### config.mk
export PLATFORM = sky130hd
export DESIGN_NAME = zx_tape_fastload
export DESIGN_NICKNAME = d
export VERILOG_FILES = /design/src/rtl/zx_tape_pkg.sv /design/src/rtl/zx_tape_patch_rom.sv /design/src/rtl/zx_tape_fastload.sv
export SDC_FILE = /design/constraint.sdc
export NUM_CORES = 1
export LEC_CHECK = 0
export ABC_AREA = 1
export CAP_MARGIN = 25
export CORE_ASPECT_RATIO = 0.5
export CORE_MARGIN = 4
export CORE_UTILIZATION = 40
export CTS_BUF_LIST = sky130_fd_sc_hd__clkbuf_4 sky130_fd_sc_hd__clkbuf_8
export DETAILED_ROUTE_END_ITERATION = 12
export PLACE_DENSITY = 0.66
export SLEW_MARGIN = 40
export SYNTH_ARGS = -nofsm -noshare
export SYNTH_HDL_FRONTEND = slang
export SYNTH_HIERARCHICAL = 1
export SYNTH_SLANG_ARGS = --single-unit
### constraint.sdc
create_clock -name clk_sys -period 5.9 [get_ports clk_sys]
set_clock_uncertainty 0.15 [all_clocks]
set_input_delay 1.18 -clock clk_sys [delete_from_list [all_inputs] [get_ports clk_sys]]
set_output_delay 1.18 -clock clk_sys [all_outputs]
set_load 0.01 [all_outputs]
### src/rtl/zx_tape_pkg.sv
// ---------------------------------------------------------------------------
// zx_tape_pkg
// Shared definitions for the ZX80/ZX81 fast tape loader:
//   - loader state encoding
//   - ROM LOAD trap entry addresses and trap window end addresses
//   - the 7-byte loop patch template and its variable bytes
//   - helpers that select the trap addresses for the current model
// ---------------------------------------------------------------------------
package zx_tape_pkg;

    typedef enum logic [1:0] {
        IDLE    = 2'd0,
        COPY_RD = 2'd1,
        COPY_WR = 2'd2,
        FINISH  = 2'd3
    } zx_tape_state_t;

    localparam logic [15:0] ZX81_ENTRY = 16'h0347;
    localparam logic [15:0] ZX81_WEND  = 16'h03C2;
    localparam logic [15:0] ZX80_ENTRY = 16'h0207;
    localparam logic [15:0] ZX80_WEND  = 16'h024C;

    // Patch loop: xor a / P1 / jr nc,-3 / jp LO02.
    // Bytes 1 (P1) and 5 (LO) are placeholders filled in at lookup time.
    localparam logic [6:0][7:0] PATCH_TEMPLATE = {
        8'h02, 8'h00, 8'hC3, 8'hFD, 8'h30, 8'h00, 8'hAF
    };

    localparam logic [7:0] P1_NOP  = 8'h00;
    localparam logic [7:0] P1_SCF  = 8'h37;
    localparam logic [7:0] LO_ZX81 = 8'h07;
    localparam logic [7:0] LO_ZX80 = 8'h03;

    function automatic logic [15:0] trap_entry(input logic zx81);
        return zx81 ? ZX81_ENTRY : ZX80_ENTRY;
    endfunction

    function automatic logic [15:0] trap_wend(input logic zx81);
        return zx81 ? ZX81_WEND : ZX80_WEND;
    endfunction

endpackage

### src/rtl/zx_tape_patch_rom.sv
// ---------------------------------------------------------------------------
// zx_tape_patch_rom
// Combinational lookup of the loop-patch byte for the current CPU address.
// Ports:
//   i_cpu_addr  CPU address bus
//   i_zx81      model select (1 = ZX81, 0 = ZX80)
//   i_finished  copy finished: P1 becomes scf instead of nop
//   o_data      patch byte, 0 outside the 7-byte patch
// ---------------------------------------------------------------------------
module zx_tape_patch_rom
    import zx_tape_pkg::*;
(
    input  logic [15:0] i_cpu_addr,
    input  logic        i_zx81,
    input  logic        i_finished,
    output logic [7:0]  o_data
);

    logic [15:0] w_index;

    // Select the patch byte by offset from the trap entry address.
    always_comb begin
        w_index = i_cpu_addr - trap_entry(i_zx81);
        o_data  = 8'h00;
        if (w_index <= 16'd6) begin
            case (w_index[2:0])
                3'd0:    o_data = PATCH_TEMPLATE[0];
                3'd1:    o_data = i_finished ? P1_SCF : P1_NOP;
                3'd2:    o_data = PATCH_TEMPLATE[2];
                3'd3:    o_data = PATCH_TEMPLATE[3];
                3'd4:    o_data = PATCH_TEMPLATE[4];
                3'd5:    o_data = i_zx81 ? LO_ZX81 : LO_ZX80;
                3'd6:    o_data = PATCH_TEMPLATE[6];
                default: o_data = 8'h00;
            endcase
        end else begin
            o_data = 8'h00;
        end
    end

endmodule

### src/rtl/zx_tape_fastload.sv
// ---------------------------------------------------------------------------
// zx_tape_fastload
// Fast tape loader: traps the ROM LOAD entry on an M1 fetch, overlays a
// 7-byte spin loop on the CPU data path and, while the CPU spins, copies the
// tape image from the tape buffer into system RAM (one byte per ce_cpu_p).
// Optional build macro ZX_TAPE_PLEN_EN: for .p images, stop the copy at the
// E_LINE address captured from image bytes 11/12.
// Ports:
//   clk_sys, reset         clock, synchronous active-high reset
//   ce_cpu_p               CPU clock enable, one copy slot per strobe
//   zx81, fmt_p            model and image format select
//   tape_ready, tape_len   image present, image length in bytes
//   cpu_addr, cpu_nm1      CPU address bus and M1_n
//   buf_addr, buf_data     tape buffer read port (1-cycle read latency)
//   ram_addr/dout/we       RAM write port
//   active, patch_data     patch overlay enable and patch byte
//   done                   1-cycle pulse when the CPU is released
// ---------------------------------------------------------------------------
module zx_tape_fastload
    import zx_tape_pkg::*;
#(
    parameter int          TAPE_AW  = 14,
    parameter logic [15:0] RAM_BASE = 16'h4000,
    parameter logic [15:0] P_OFFSET = 16'd9
) (
    input  logic               clk_sys,
    input  logic               reset,
    input  logic               ce_cpu_p,
    input  logic               zx81,
    input  logic               fmt_p,
    input  logic               tape_ready,
    input  logic [TAPE_AW-1:0] tape_len,
    input  logic [15:0]        cpu_addr,
    input  logic               cpu_nm1,
    output logic [TAPE_AW-1:0] buf_addr,
    input  logic [7:0]         buf_data,
    output logic [15:0]        ram_addr,
    output logic [7:0]         ram_dout,
    output logic               ram_we,
    output logic               active,
    output logic [7:0]         patch_data,
    output logic               done
);

    zx_tape_state_t     r_state, w_state_nxt;
    logic [TAPE_AW-1:0] r_cnt, w_cnt_nxt;
    logic               r_finished, w_finished_nxt;
    logic               r_active, w_active_nxt;
    logic               r_done, w_done_nxt;
    logic               r_ram_we, w_ram_we_nxt;
    logic [15:0]        r_ram_addr, w_ram_addr_nxt;
    logic [7:0]         r_ram_dout, w_ram_dout_nxt;
    logic               r_nm1_prev;

    logic               w_m1_edge;
    logic               w_restart;
    logic               w_exit;
    logic [15:0]        w_dest;
    logic               w_stop;
    logic [7:0]         w_patch;

`ifdef ZX_TAPE_PLEN_EN
    logic [15:0]        r_eline, w_eline_nxt;
`endif

    assign w_m1_edge = r_nm1_prev && !cpu_nm1;
    assign w_restart = w_m1_edge && (cpu_addr == trap_entry(zx81));
    assign w_exit    = w_m1_edge && ((cpu_addr < trap_entry(zx81)) ||
                                     (cpu_addr > trap_wend(zx81)));
    // Destination wraps in 16 bits by construction.
    assign w_dest    = RAM_BASE + 16'(r_cnt) + (fmt_p ? P_OFFSET : 16'h0000);

`ifdef ZX_TAPE_PLEN_EN
    assign w_stop = (r_cnt == tape_len) ||
                    (fmt_p && (r_cnt >= TAPE_AW'(12)) && (w_dest == r_eline));
`else
    assign w_stop = (r_cnt == tape_len);
`endif

    // Next-state and next-output logic of the loader FSM.
    always_comb begin
        w_state_nxt    = r_state;
        w_cnt_nxt      = r_cnt;
        w_finished_nxt = r_finished;
        w_active_nxt   = r_active;
        w_done_nxt     = 1'b0;
        w_ram_we_nxt   = 1'b0;
        w_ram_addr_nxt = r_ram_addr;
        w_ram_dout_nxt = r_ram_dout;
`ifdef ZX_TAPE_PLEN_EN
        w_eline_nxt    = r_eline;
`endif
        case (r_state)
            IDLE: begin
                if (w_restart && tape_ready) begin
                    w_state_nxt    = COPY_RD;
                    w_active_nxt   = 1'b1;
                    w_cnt_nxt      = '0;
                    w_finished_nxt = 1'b0;
`ifdef ZX_TAPE_PLEN_EN
                    w_eline_nxt    = 16'h0000;
`endif
                end else begin
                    w_state_nxt = IDLE;
                end
            end
            COPY_RD, FINISH: begin
                if (w_exit) begin
                    w_state_nxt  = IDLE;
                    w_active_nxt = 1'b0;
                    w_done_nxt   = 1'b1;
                end else if (w_restart) begin
                    w_state_nxt    = COPY_RD;
                    w_cnt_nxt      = '0;
                    w_finished_nxt = 1'b0;
`ifdef ZX_TAPE_PLEN_EN
                    w_eline_nxt    = 16'h0000;
`endif
                end else if ((r_state == COPY_RD) && ce_cpu_p) begin
                    if (w_stop) begin
                        w_state_nxt    = FINISH;
                        w_finished_nxt = 1'b1;
                    end else begin
                        w_state_nxt = COPY_WR;
                    end
                end else begin
                    w_state_nxt = r_state;
                end
            end
            COPY_WR: begin
                // The write completes even when the CPU leaves or restarts now.
                w_ram_we_nxt   = 1'b1;
                w_ram_addr_nxt = w_dest;
                w_ram_dout_nxt = buf_data;
`ifdef ZX_TAPE_PLEN_EN
                if (fmt_p && (r_cnt == TAPE_AW'(11))) begin
                    w_eline_nxt[7:0] = buf_data;
                end else if (fmt_p && (r_cnt == TAPE_AW'(12))) begin
                    w_eline_nxt[15:8] = buf_data;
                end else begin
                    w_eline_nxt = r_eline;
                end
`endif
                if (w_exit) begin
                    w_state_nxt  = IDLE;
                    w_active_nxt = 1'b0;
                    w_done_nxt   = 1'b1;
                end else if (w_restart) begin
                    w_state_nxt    = COPY_RD;
                    w_cnt_nxt      = '0;
                    w_finished_nxt = 1'b0;
`ifdef ZX_TAPE_PLEN_EN
                    w_eline_nxt    = 16'h0000;
`endif
                end else begin
                    w_state_nxt = COPY_RD;
                    w_cnt_nxt   = r_cnt + TAPE_AW'(1);
                end
            end
            default: begin
                w_state_nxt  = IDLE;
                w_active_nxt = 1'b0;
            end
        endcase
    end

    // State and output registers; reset aborts any copy immediately.
    always_ff @(posedge clk_sys) begin
        if (reset) begin
            r_state    <= IDLE;
            r_cnt      <= '0;
            r_finished <= 1'b0;
            r_active   <= 1'b0;
            r_done     <= 1'b0;
            r_ram_we   <= 1'b0;
            r_ram_addr <= 16'h0000;
            r_ram_dout <= 8'h00;
            r_nm1_prev <= 1'b1;
`ifdef ZX_TAPE_PLEN_EN
            r_eline    <= 16'h0000;
`endif
        end else begin
            r_state    <= w_state_nxt;
            r_cnt      <= w_cnt_nxt;
            r_finished <= w_finished_nxt;
            r_active   <= w_active_nxt;
            r_done     <= w_done_nxt;
            r_ram_we   <= w_ram_we_nxt;
            r_ram_addr <= w_ram_addr_nxt;
            r_ram_dout <= w_ram_dout_nxt;
            r_nm1_prev <= cpu_nm1;
`ifdef ZX_TAPE_PLEN_EN
            r_eline    <= w_eline_nxt;
`endif
        end
    end

    zx_tape_patch_rom u_patch_rom (
        .i_cpu_addr (cpu_addr),
        .i_zx81     (zx81),
        .i_finished (r_finished),
        .o_data     (w_patch)
    );

    // The counter doubles as the buffer read address, so the buffer has
    // already sampled byte cnt when the read slot fires and its data is
    // valid in the following write cycle.
    assign buf_addr   = r_cnt;
    assign ram_addr   = r_ram_addr;
    assign ram_dout   = r_ram_dout;
    assign ram_we     = r_ram_we;
    assign active     = r_active;
    assign done       = r_done;
    assign patch_data = r_active ? w_patch : 8'h00;

endmodule
* Yosys cells after proc, flatten, opt, wreduce, memory -nomap -nowiden
Index checks and enable logic that the tools add are counted.
** Cells by class
- $add $sub $neg :: 4
- Magnitude comparators :: 3
- Eq/ne operators :: 20
- Mux-type cells :: 34
- Bitwise gates (word level) :: 1
- Reductions and logical operators :: 15
** Operators with widths (number)
- 14-bit 2-to-1 mux :: 5
- 8-bit one-hot mux with 7 select lines :: 1
- 14-bit one-hot mux with 3 select lines :: 1
- 9-bit 2-to-1 mux :: 2
- 15-bit by 14-bit adder with 16-bit output, first input constant :: 1
- 16-bit by 4-bit adder with 16-bit output :: 1
- 16-bit equality test :: 1
- 16-bit by 10-bit > comparator with 1-bit output :: 1
- 16-bit by 3-bit less-or-equal comparator with 1-bit output, second input constant :: 1
- 16-bit less-than comparator :: 1
- 8-bit 2-to-1 mux :: 2
- 16-bit subtractor :: 1
- 14-bit by 1-bit adder with 14-bit output, second input constant :: 1
- 14-bit equality test :: 1
- 1-bit 2-to-1 mux :: 14
- 2-bit != test, second input constant :: 5
- 3-bit equality test, second input constant :: 3
- 3-bit by 2-bit equality test with 1-bit output, second input constant :: 2
- 2-bit 2-to-1 mux :: 3
- 6-bit 2-to-1 mux :: 1
- 3-bit != test, second input constant :: 2
- 2-bit one-hot mux with 3 select lines :: 1
- 6-bit AND reduction :: 1
- 1-bit logical AND :: 5
- 18 further kinds :: 20
** Storage, ports and cells
- Bits in registers :: 45
- Bits of input ports :: 45
- Output and inout port bits :: 49
- Logic and storage cells :: 86

* Longest topological paths before layout
Gate-level depths: netlist of the first run.
- Word-level depth :: 6
- Gate-level depth with buffers :: 16

* Hierarchy
The synthesis of the first run kept the hierarchy.
** Modules (own cells, without submodules)
- zx_tape_fastload :: instances 1, cells each 497, area each 3224.3 µm²
- zx_tape_patch_rom :: instances 1, cells each 167, area each 880.8 µm²

* Least setup slack after synthesis of the first run
OpenSTA, ideal clock, no wires.
- Path kind :: input -> output
- From :: input cpu_addr[0]
- To :: output patch_data[0]
- Data arrival time :: 2.628 ns
- Slack :: 1.942 ns
- Stages on the path :: 14
- Buffers on the path :: 0
- Path through :: ha_1 ha_1 inv_1 nand3_1 nand2_1 nor2_1 nand3_1 nor2_1 nand3_2 nor2_4 nand2_4 nor2_2 nand2_1 inv_1
** Between the ends
- Longest elaborated chain between the ends :: 5
** Ends and longest elaborated chain
- start: declaration :: line zx_tape_fastload.sv:33 : input logic [15:0] cpu_addr,
- 16-bit subtractor (*) :: line zx_tape_patch_rom.sv:23 : w_index = i_cpu_addr - trap_entry(i_zx81);
- branches (longest 2 deep; another with 16-bit by 3-bit less-or-equal comparator with 1-bit output)
- 8-bit 2-to-1 mux (*) :: line zx_tape_patch_rom.sv:25 : if (w_index <= 16'd6) begin
- named net w_patch[0] :: line zx_tape_fastload.sv:60 : logic [7:0] w_patch;
- 8-bit 2-to-1 mux (*) :: line zx_tape_fastload.sv:214 : assign patch_data = r_active ? w_patch : 8'h00;
- end: declaration :: line zx_tape_fastload.sv:41 : output logic [7:0] patch_data,
Mark *: on every way through the listed nets, which the timed path passes.

* Worst setup path after layout of the first run
- From :: input cpu_addr[1]
- To :: output patch_data[0]
Same word-level chain as after synthesis.

==> summary.md, run 1 <==
| Metric | Value |
|---|---|
| Critical Path AT | `3.99 ns` |
| Clock Sinks | `45` |
| Starting Density | `42.20%` |
| # port buffers | `93` |
| R2r endpoint | `ram_addr[10]` |
| Final WS setup | `0.5815 ns` |
| Max FO, Critical Path | `9` |
| Setup-failing EPs final | `0` |
| Synth Flop Type | `dfxtp_1` |
| Tcrit/Tclk final | `90.14%` |
| Root buf cell | `clkbuf_8` |
| VDD IR max | `0.0001143 V` |
| Pwr Total | `675.6 uW` |
| Area growth, synth to finish | `26.33%` |
| Cell count after placement | `873` |
| Relative slew slack | `58.77%` |
| Kind of critical path | `in -> out` |
| Layout cell share with drive strength beyond 1 | `13.54%` |
| Drt via density | `4.698` |
| Final HPWL DP | `8.254 mm` |
| Synthesis warning total | `6` |
| Worst-Skew Late Latency | `0.31 ns` |
| Initial DRC count | `189` |
| Drt wl/cell | `12.28 um` |
| Post-place setup slack | `0.5823 ns` |
| Reg2reg setup slack | `3.75 ns` |
| Post-route cell area | `5186 sq um` |
| RSZ-0062 raised after global routing | `false` |
| Slowest-stage cell, CP | `clkdlybuf4s50_1` |
| Placed inst area | `5071 sq um` |
| CTS hold repair buffers | `0` |
| Global-route wire length before repair | `17.84 mm` |
| Die span in y | `79.64 um` |
| Grt ovf | `0` |
| Crit-path max cell delay | `0.59 ns` |
| R2r startpoint | `buf_addr[0]` |
| Total track usage | `18.03%` |
| Max-cap viol count | `0` |
| Fin cells | `881` |
| WL final | `10.82 mm` |
| Peak Freq | `0.1880 GHz` |
| HP Class | `reg -> reg` |
| Initial antenna violation count | `0` |
| Status | `finished, final reports clean` |
| Final min period | `5.319 ns` |
| Gpl congestion | `0.8302` |
| Die Wd | `151.3 um` |
| Resized cells post-CTS | `0` |
| Inserted Diodes | `0` |
| Worst Tran Pin Value | `0.6167 ns` |
| CTS HTree Levels | `2` |
| DRT met1 WL | `5.374 mm` |
| Sequential-to-total area share from yosys stat | `21.94%` |
| Met3 WL | `540 um` |
| Static Leak | `0.002355 uW` |
| Postcts setup bufs | `0` |
| Antenna-violating nets left | `0` |
| Die Area | `12050 sq um` |
| Number of flops mapped to enable cells by yosys | `0` |
| WL met2 | `4.840 mm` |
| CTS tree | `yes` |
| Required time of the critical path | `4.57 ns` |
| Post-synthesis average cell area | `6.183 sq um` |
| Worst-case reg-to-reg path depth | `10` |
| Setup crit start | `cpu_addr[1]` |
| Net Count, Synth | `732` |
| Vias in the first global route | `3757` |
| Crit path to | `patch_data[0]` |
| Netlist cell types | `38` |
| Largest net degree at the start of global routing | `34` |
| Sum of negative setup slack | `0 ns` |
| Max-slew violations | `0` |
| Crit path capture type | `primary output` |
| Gate Count Post-Synth | `664` |
| Worst setup SP type | `input pin` |
| CTS Buf Count | `5` |
| CP cell instances | `clkdlybuf4s50_1 -> ha_1 -> ha_1 -> inv_1 -> nand3_1 -> nand2_1 -> nor2_1 -> nand3_1 -> nor2_1 -> nand3_2 -> nor2_4 -> nand2_4 -> nor2_2 -> nand2_1 -> inv_1 -> clkdlybuf4s50_1` |
| Clock input transition at the sequential cells of the worst setup and hold paths | `0.09 ns` |
| # fillers | `1009` |
| Core footprint | `9728 sq um` |
| DRT Pass-1 Iters | `5` |
| Row cnt | `25` |
| # IOs | `94` |
| #FFs+latches synth | `45` |
| Vias | `4139` |
| Hold Fails Final Rpt | `0` |
| Pwr Density | `130.3 nW/um^2` |
| Clock tree buffer depth | `2` |
| Fraction of synthesis flops using an asynchronous set or reset pin | `0%` |
| Top Metal Used | `met4` |
| Post-Syn Area | `4105 sq um` |
| Residual DRC | `0` |
| Nets | `813` |
[worst max-delay path, delay by kind of cell]
family | cells | cell delay [ns]
fa+ha+maj | 2 | 0.64
simple gates | 10 | 0.93
buf+inv | 4 | 1.24
[layer usage]
layer  track usage (%)  up-vias
met3             2.269        8
li1                  -     2213
met5                 0        -
met1             25.99     1843
met4             3.436        0
met2             28.91       75
[layout make-up]
| cell class | instances | area, sq um | area share, % |
|---|---|---|---|
| clock buffers | 5 | 68.82 | 1.327 |
| repair buffers | 95 | 945.9 | 18.24 |
| well taps | 135 | 168.9 | 3.257 |
| multi-input cells | 487 | 2626 | 50.64 |
| clock inverters | 3 | 46.29 | 0.8926 |
| flip-flops and latches | 45 | 900.9 | 17.37 |
| inverters | 111 | 429.2 | 8.275 |
[cell usage after synthesis, types with 3 or more instances]
| library cell | n | share of area, % |
|---|---|---|
| a21oi_1 | 8 | 0.98 |
| a21oi_2 | 14 | 3.0 |
| buf_4 | 5 | 0.91 |
| clkbuf_1 | 9 | 0.82 |
| dfxtp_1 | 45 | 22 |
| ha_1 | 23 | 7.0 |
| inv_1 | 101 | 9.2 |
| inv_2 | 9 | 0.82 |
| nand2_1 | 170 | 16 |
| nand2_2 | 7 | 1.1 |
| nand2_4 | 4 | 1.1 |
| nand3_1 | 51 | 6.2 |
| nand3_2 | 14 | 3.4 |
| nand4_1 | 5 | 0.76 |
| nor2_1 | 92 | 8.4 |
| nor2_2 | 27 | 4.1 |
| nor2_4 | 4 | 1.1 |
| nor3_1 | 3 | 0.37 |
| nor3_2 | 3 | 0.73 |
| o211ai_1 | 4 | 0.73 |
| o21ai_0 | 30 | 3.7 |
| or2_2 | 3 | 0.46 |
| xnor2_1 | 3 | 0.64 |
| xor2_1 | 12 | 2.6 |
[through the flow]
stage	hold WS [ns]	util (%)
floorplan	0.2791	-
global placement	0.3071	52.13
detailed placement	0.3151	52.13
CTS	0.3282	53.31
global route	0.3805	53.31
finish	0.3228	53.31
[worst min-delay path by stage]
stage | startpoint | endpoint | slack (ns) | depth (start not counted)
floorplan | r_finished | r_finished | 0.28 | 2
global placement | r_finished | r_finished | 0.31 | 2
detailed placement | r_finished | r_finished | 0.32 | 2
CTS | r_finished | r_finished | 0.33 | 2
global route | r_finished | r_finished | 0.38 | 2
finish | r_finished | r_finished | 0.32 | 2
[placed cells by master, fill, tap and decap left out, drive strengths merged]
cell / synthesis / final
nand2: 181 / 181
nor2: 123 / 123
inv: 110 / 110
clkdlybuf4s50: 0 / 93
nand3: 66 / 66
dfxtp: 45 / 45
o21ai: 33 / 33
ha: 23 / 23
a21oi: 22 / 22
xor2: 12 / 12
nor3: 6 / 6
nand4: 5 / 5
clkbuf: 9 / 5
o211ai: 4 / 4
xnor2: 3 / 3
or2: 3 / 3
buf: 12 / 2
o31ai: 2 / 2
nand3b: 2 / 2
clkinv: 1 / 2
nor4: 1 / 1
o221ai: 1 / 1
bufinv: 0 / 1
clkinvlp: 0 / 1
[where the power goes]
part / total (uW) / switching (uW) / internal [uW]
clock network: 245 / 118 / 127
logic: 127 / 71.4 / 55.4
registers: 304 / 0.0723 / 304
[state kept, by name (all words and copies together) (netlist names), 2 cells and up]
name      cells
ram_dout      8
ram_addr     16
buf_addr     14
r_state       2
[logic make-up after synthesis]
logic type,synth area share [%]
buffers and inverters,14.14
and+or+nand+nor,44.32
xor gates and xnor gates,3.200
adders and majority gates,7.010
AOI/OAI and AO/OA,9.387
DFF,21.94
Power figures use the tool's default switching activity.
==> run 2, diff against run 1 <==
--- a/config.mk
+++ b/config.mk
@@ -11,7 +11,7 @@
 export CORE_MARGIN = 4
 export CORE_UTILIZATION = 40
-export CTS_BUF_LIST = sky130_fd_sc_hd__clkbuf_4 sky130_fd_sc_hd__clkbuf_8
 export DETAILED_ROUTE_END_ITERATION = 12
 export PLACE_DENSITY = 0.66
+export SETUP_SLACK_MARGIN = 0.3
 export SLEW_MARGIN = 40
 export SYNTH_ARGS = -nofsm -noshare
==> constraint.sdc (replaced) <==
create_clock -name clk_sys -period 5.9 [get_ports clk_sys]
set_clock_uncertainty 0.15 [all_clocks]
set_input_delay 1.77 -clock clk_sys [delete_from_list [all_inputs] [get_ports clk_sys]]
set_output_delay 1.77 -clock clk_sys [all_outputs]
set_load 0.01 [all_outputs]
==> run 2 against run 1 <==
Effect of this change:
- hold slack worse by 0.010 ns
- clock power rose by 15%
- die area unchanged
- sequential share of layout area shrank 1.3 points
- cell count rose by 3.4%
- clock-buffer cell count stayed put
- sequential cell count stayed put
- first-iteration DRC count increased by 26%
- critical path depth increased by 1
- maximum frequency decreased by 3.1%
- total power rose by 10%
==> summary.md, run 2 (synthesized netlist as in run 1, its figures left out) <==
| Metric | Value |
|---|---|
| Tcrit/Tclk final | `92.99% (was 90.14%)` |
| Max-slew violations | `0 (unchanged)` |
| Vias in the first global route | `4012 (was 3757)` |
| Worst Tran Pin Value | `0.6122 ns (was 0.6167 ns)` |
| Kind of critical path | `in -> out (unchanged)` |
| Gpl congestion | `0.9092 (was 0.8302)` |
| Hold path start | `r_finished (unchanged)` |
| Core footprint | `9728 sq um (unchanged)` |
| CTS HTree Levels | `2 (unchanged)` |
| Initial DRC count | `239 (was 189)` |
| Clock input transition at the sequential cells of the worst setup and hold paths | `0.07 ns (was 0.09 ns)` |
| Cell family with the largest share of critical-path delay | `simple AND/OR/NAND/NOR gates (was buffers and inverters)` |
| Die Wd | `151.3 um (unchanged)` |
| Drt wl/cell | `12.68 um (was 12.28 um)` |
| CTS tree | `yes (unchanged)` |
| Global-route wire length before repair | `19.18 mm (was 17.84 mm)` |
| Worst-Skew Late Latency | `0.29 ns (was 0.31 ns)` |
| Crit-path max cell delay | `0.31 ns (was 0.59 ns)` |
| Logic depth of the worst path, buffers included | `17 (was 16)` |
| Total track usage | `19.12% (was 18.03%)` |
| R2r startpoint | `buf_addr[0] (unchanged)` |
| Clock tree buffer depth | `2 (unchanged)` |
| Nets | `843 (was 813)` |
| Final min period | `5.486 ns (was 5.319 ns)` |
| DRT Pass-1 Iters | `5 (unchanged)` |
| Initial antenna violation count | `0 (unchanged)` |
| # port buffers | `93 (unchanged)` |
| CP cell instances | `clkbuf_2 -> inv_4 -> ha_4 -> nand2_4 -> nor2_4 -> nand2_1 -> nand2_1 -> nand2_1 -> nand2_1 -> nand3_2 -> nor2_4 -> nand2_4 -> buf_6 -> nor2_2 -> nand2_1 -> inv_1 -> buf_2 (was clkdlybuf4s50_1 -> ha_1 -> ha_1 -> inv_1 -> nand3_1 -> nand2_1 -> nor2_1 -> nand3_1 -> nor2_1 -> nand3_2 -> nor2_4 -> nand2_4 -> nor2_2 -> nand2_1 -> inv_1 -> clkdlybuf4s50_1)` |
| VDD IR max | `0.00009542 V (was 0.0001143 V)` |
| WL final | `11.55 mm (was 10.82 mm)` |
| Crit path capture type | `primary output (unchanged)` |
| Die Area | `12050 sq um (unchanged)` |
| Pwr Density | `133.1 nW/um^2 (was 130.3 nW/um^2)` |
| Relative slew slack | `59.14% (was 58.77%)` |
| CP most frequent cell | `nand2_1` |
| Pwr Total | `745.1 uW (was 675.6 uW)` |
| Area growth, synth to finish | `36.33% (was 26.33%)` |
| CTS Buf Count | `5 (unchanged)` |
| Drt via density | `4.771 (was 4.698)` |
| Clock Sinks | `45 (unchanged)` |
| Hold WS | `0.3124 ns (was 0.3228 ns)` |
| Most common cell after layout, fill and taps aside | `nand2_1 (unchanged)` |
| Max-cap viol count | `0 (unchanged)` |
| Grt ovf | `0 (unchanged)` |
| CTS hold repair buffers | `0 (unchanged)` |
| Inserted Diodes | `0 (unchanged)` |
| Starting Density | `42.20% (unchanged)` |
| Slowest-stage cell, CP | `ha_4 (was clkdlybuf4s50_1)` |
| # fillers | `976 (was 1009)` |
| Row cnt | `25 (unchanged)` |
| Vias | `4346 (was 4139)` |
| Max reg flops | `16 (unchanged)` |
| Layout cell share with drive strength beyond 1 | `22.42% (was 13.54%)` |
| Setup-failing EPs final | `0 (unchanged)` |
| Max FO, Critical Path | `8 (was 9)` |
| RSZ-0062 raised after global routing | `false (unchanged)` |
| Antenna-violating nets left | `0 (unchanged)` |
| Most frequent cells in the layout | `nand2_1 (164), inv_1 (94), nor2_1 (84) (was nand2_1 (170), inv_1 (100), clkdlybuf4s50_1 (93))` |
| Hold Path Depth | `2 (unchanged)` |
| HP Class | `reg -> reg (unchanged)` |
| Hold Fails Final Rpt | `0 (unchanged)` |
| Static Leak | `0.002609 uW (was 0.002355 uW)` |
| Largest net degree at the start of global routing | `34 (unchanged)` |
| Crit path buffers/inverters | `5 (was 4)` |
| Worst-case reg-to-reg path depth | `10 (unchanged)` |
| Root buf cell | `clkbuf_16 (was clkbuf_8)` |
| Setup crit start | `zx81 (was cpu_addr[1])` |
| Die span in y | `79.64 um (unchanged)` |
| Worst setup SP type | `input pin (unchanged)` |
| Final HPWL DP | `8.660 mm (was 8.254 mm)` |
| Peak Freq | `0.1823 GHz (was 0.1880 GHz)` |
| Status | `finished, final reports clean (unchanged)` |
| Residual DRC | `0 (unchanged)` |
| Required time of the critical path | `3.98 ns (was 4.57 ns)` |
| # IOs | `94 (unchanged)` |
| Critical Path AT | `3.57 ns (was 3.99 ns)` |
-- run 2: layout make-up --
type / count / area (sq um) / area share, %
Multi-Input combinational cell: 487 / 2805 / 50.12
Sequential cell: 45 / 900.9 / 16.10
Tap cell: 135 / 168.9 / 3.018
Clock buffer: 5 / 125.1 / 2.236
Clock inverter: 3 / 21.27 / 0.3801
Inverter: 111 / 434.2 / 7.758
Timing Repair Buffer: 125 / 1141 / 20.39
-- run 2: report_power, final --
part           switching [uW]  internal (uW)
logic                    84.8           74.6
clock network             124            158
registers              0.0785            304
-- run 2: per-stage QoR --
stage / area, sq um / worst slack [ns] / util (%) / setup TNS [ns] / cells
2_1_floorplan: 4105 / 0.7619 / - / 0 / 664
3_3_place_gp: 5259 / -0.3269 / 54.06 / -2.482 / 898
3_5_place_dp: 5259 / -0.3731 / 54.06 / -2.828 / 898
4_1_cts: 5450 / 0.2424 / 56.03 / 0 / 907
5_1_grt: 5597 / 0.2768 / 57.53 / 0 / 911
6_report: 5597 / 0.4137 / 57.53 / 0 / 911
-- run 2: tightest hold or removal path, delay by kind of cell (launching register included) --
| kind | cells | cell delay (ns) |
|---|---|---|
| buf+inv | 1 | 0.05 |
| compound gates | 1 | 0.05 |
| flops | 1 | 0.32 |
-- run 2: what timing repair did --
action,CTS,global route
hold endpoints to repair,0,0
endpoints found under the setup margin,8,8
pin swaps,7,19
buffers inserted,1,4
gates resized for setup,49,60
-- run 2: worst paths after layout --
path	to	slack, ns
setup / recovery	patch_data[6]	0.41
hold / removal	r_finished	0.31
setup reg to reg	ram_addr[10]	3.71
hold reg to reg	r_finished	0.31
-- run 2: layer usage --
layer / up-vias / wire [um] / global-route usage (%)
li1: 2267 / - / -
met1: 1973 / 5628 / 26.98
met2: 98 / 5335 / 31.83
met3: 8 / 510 / 2.212
met4: 0 / 80 / 3.074
met5: - / 0 / 0
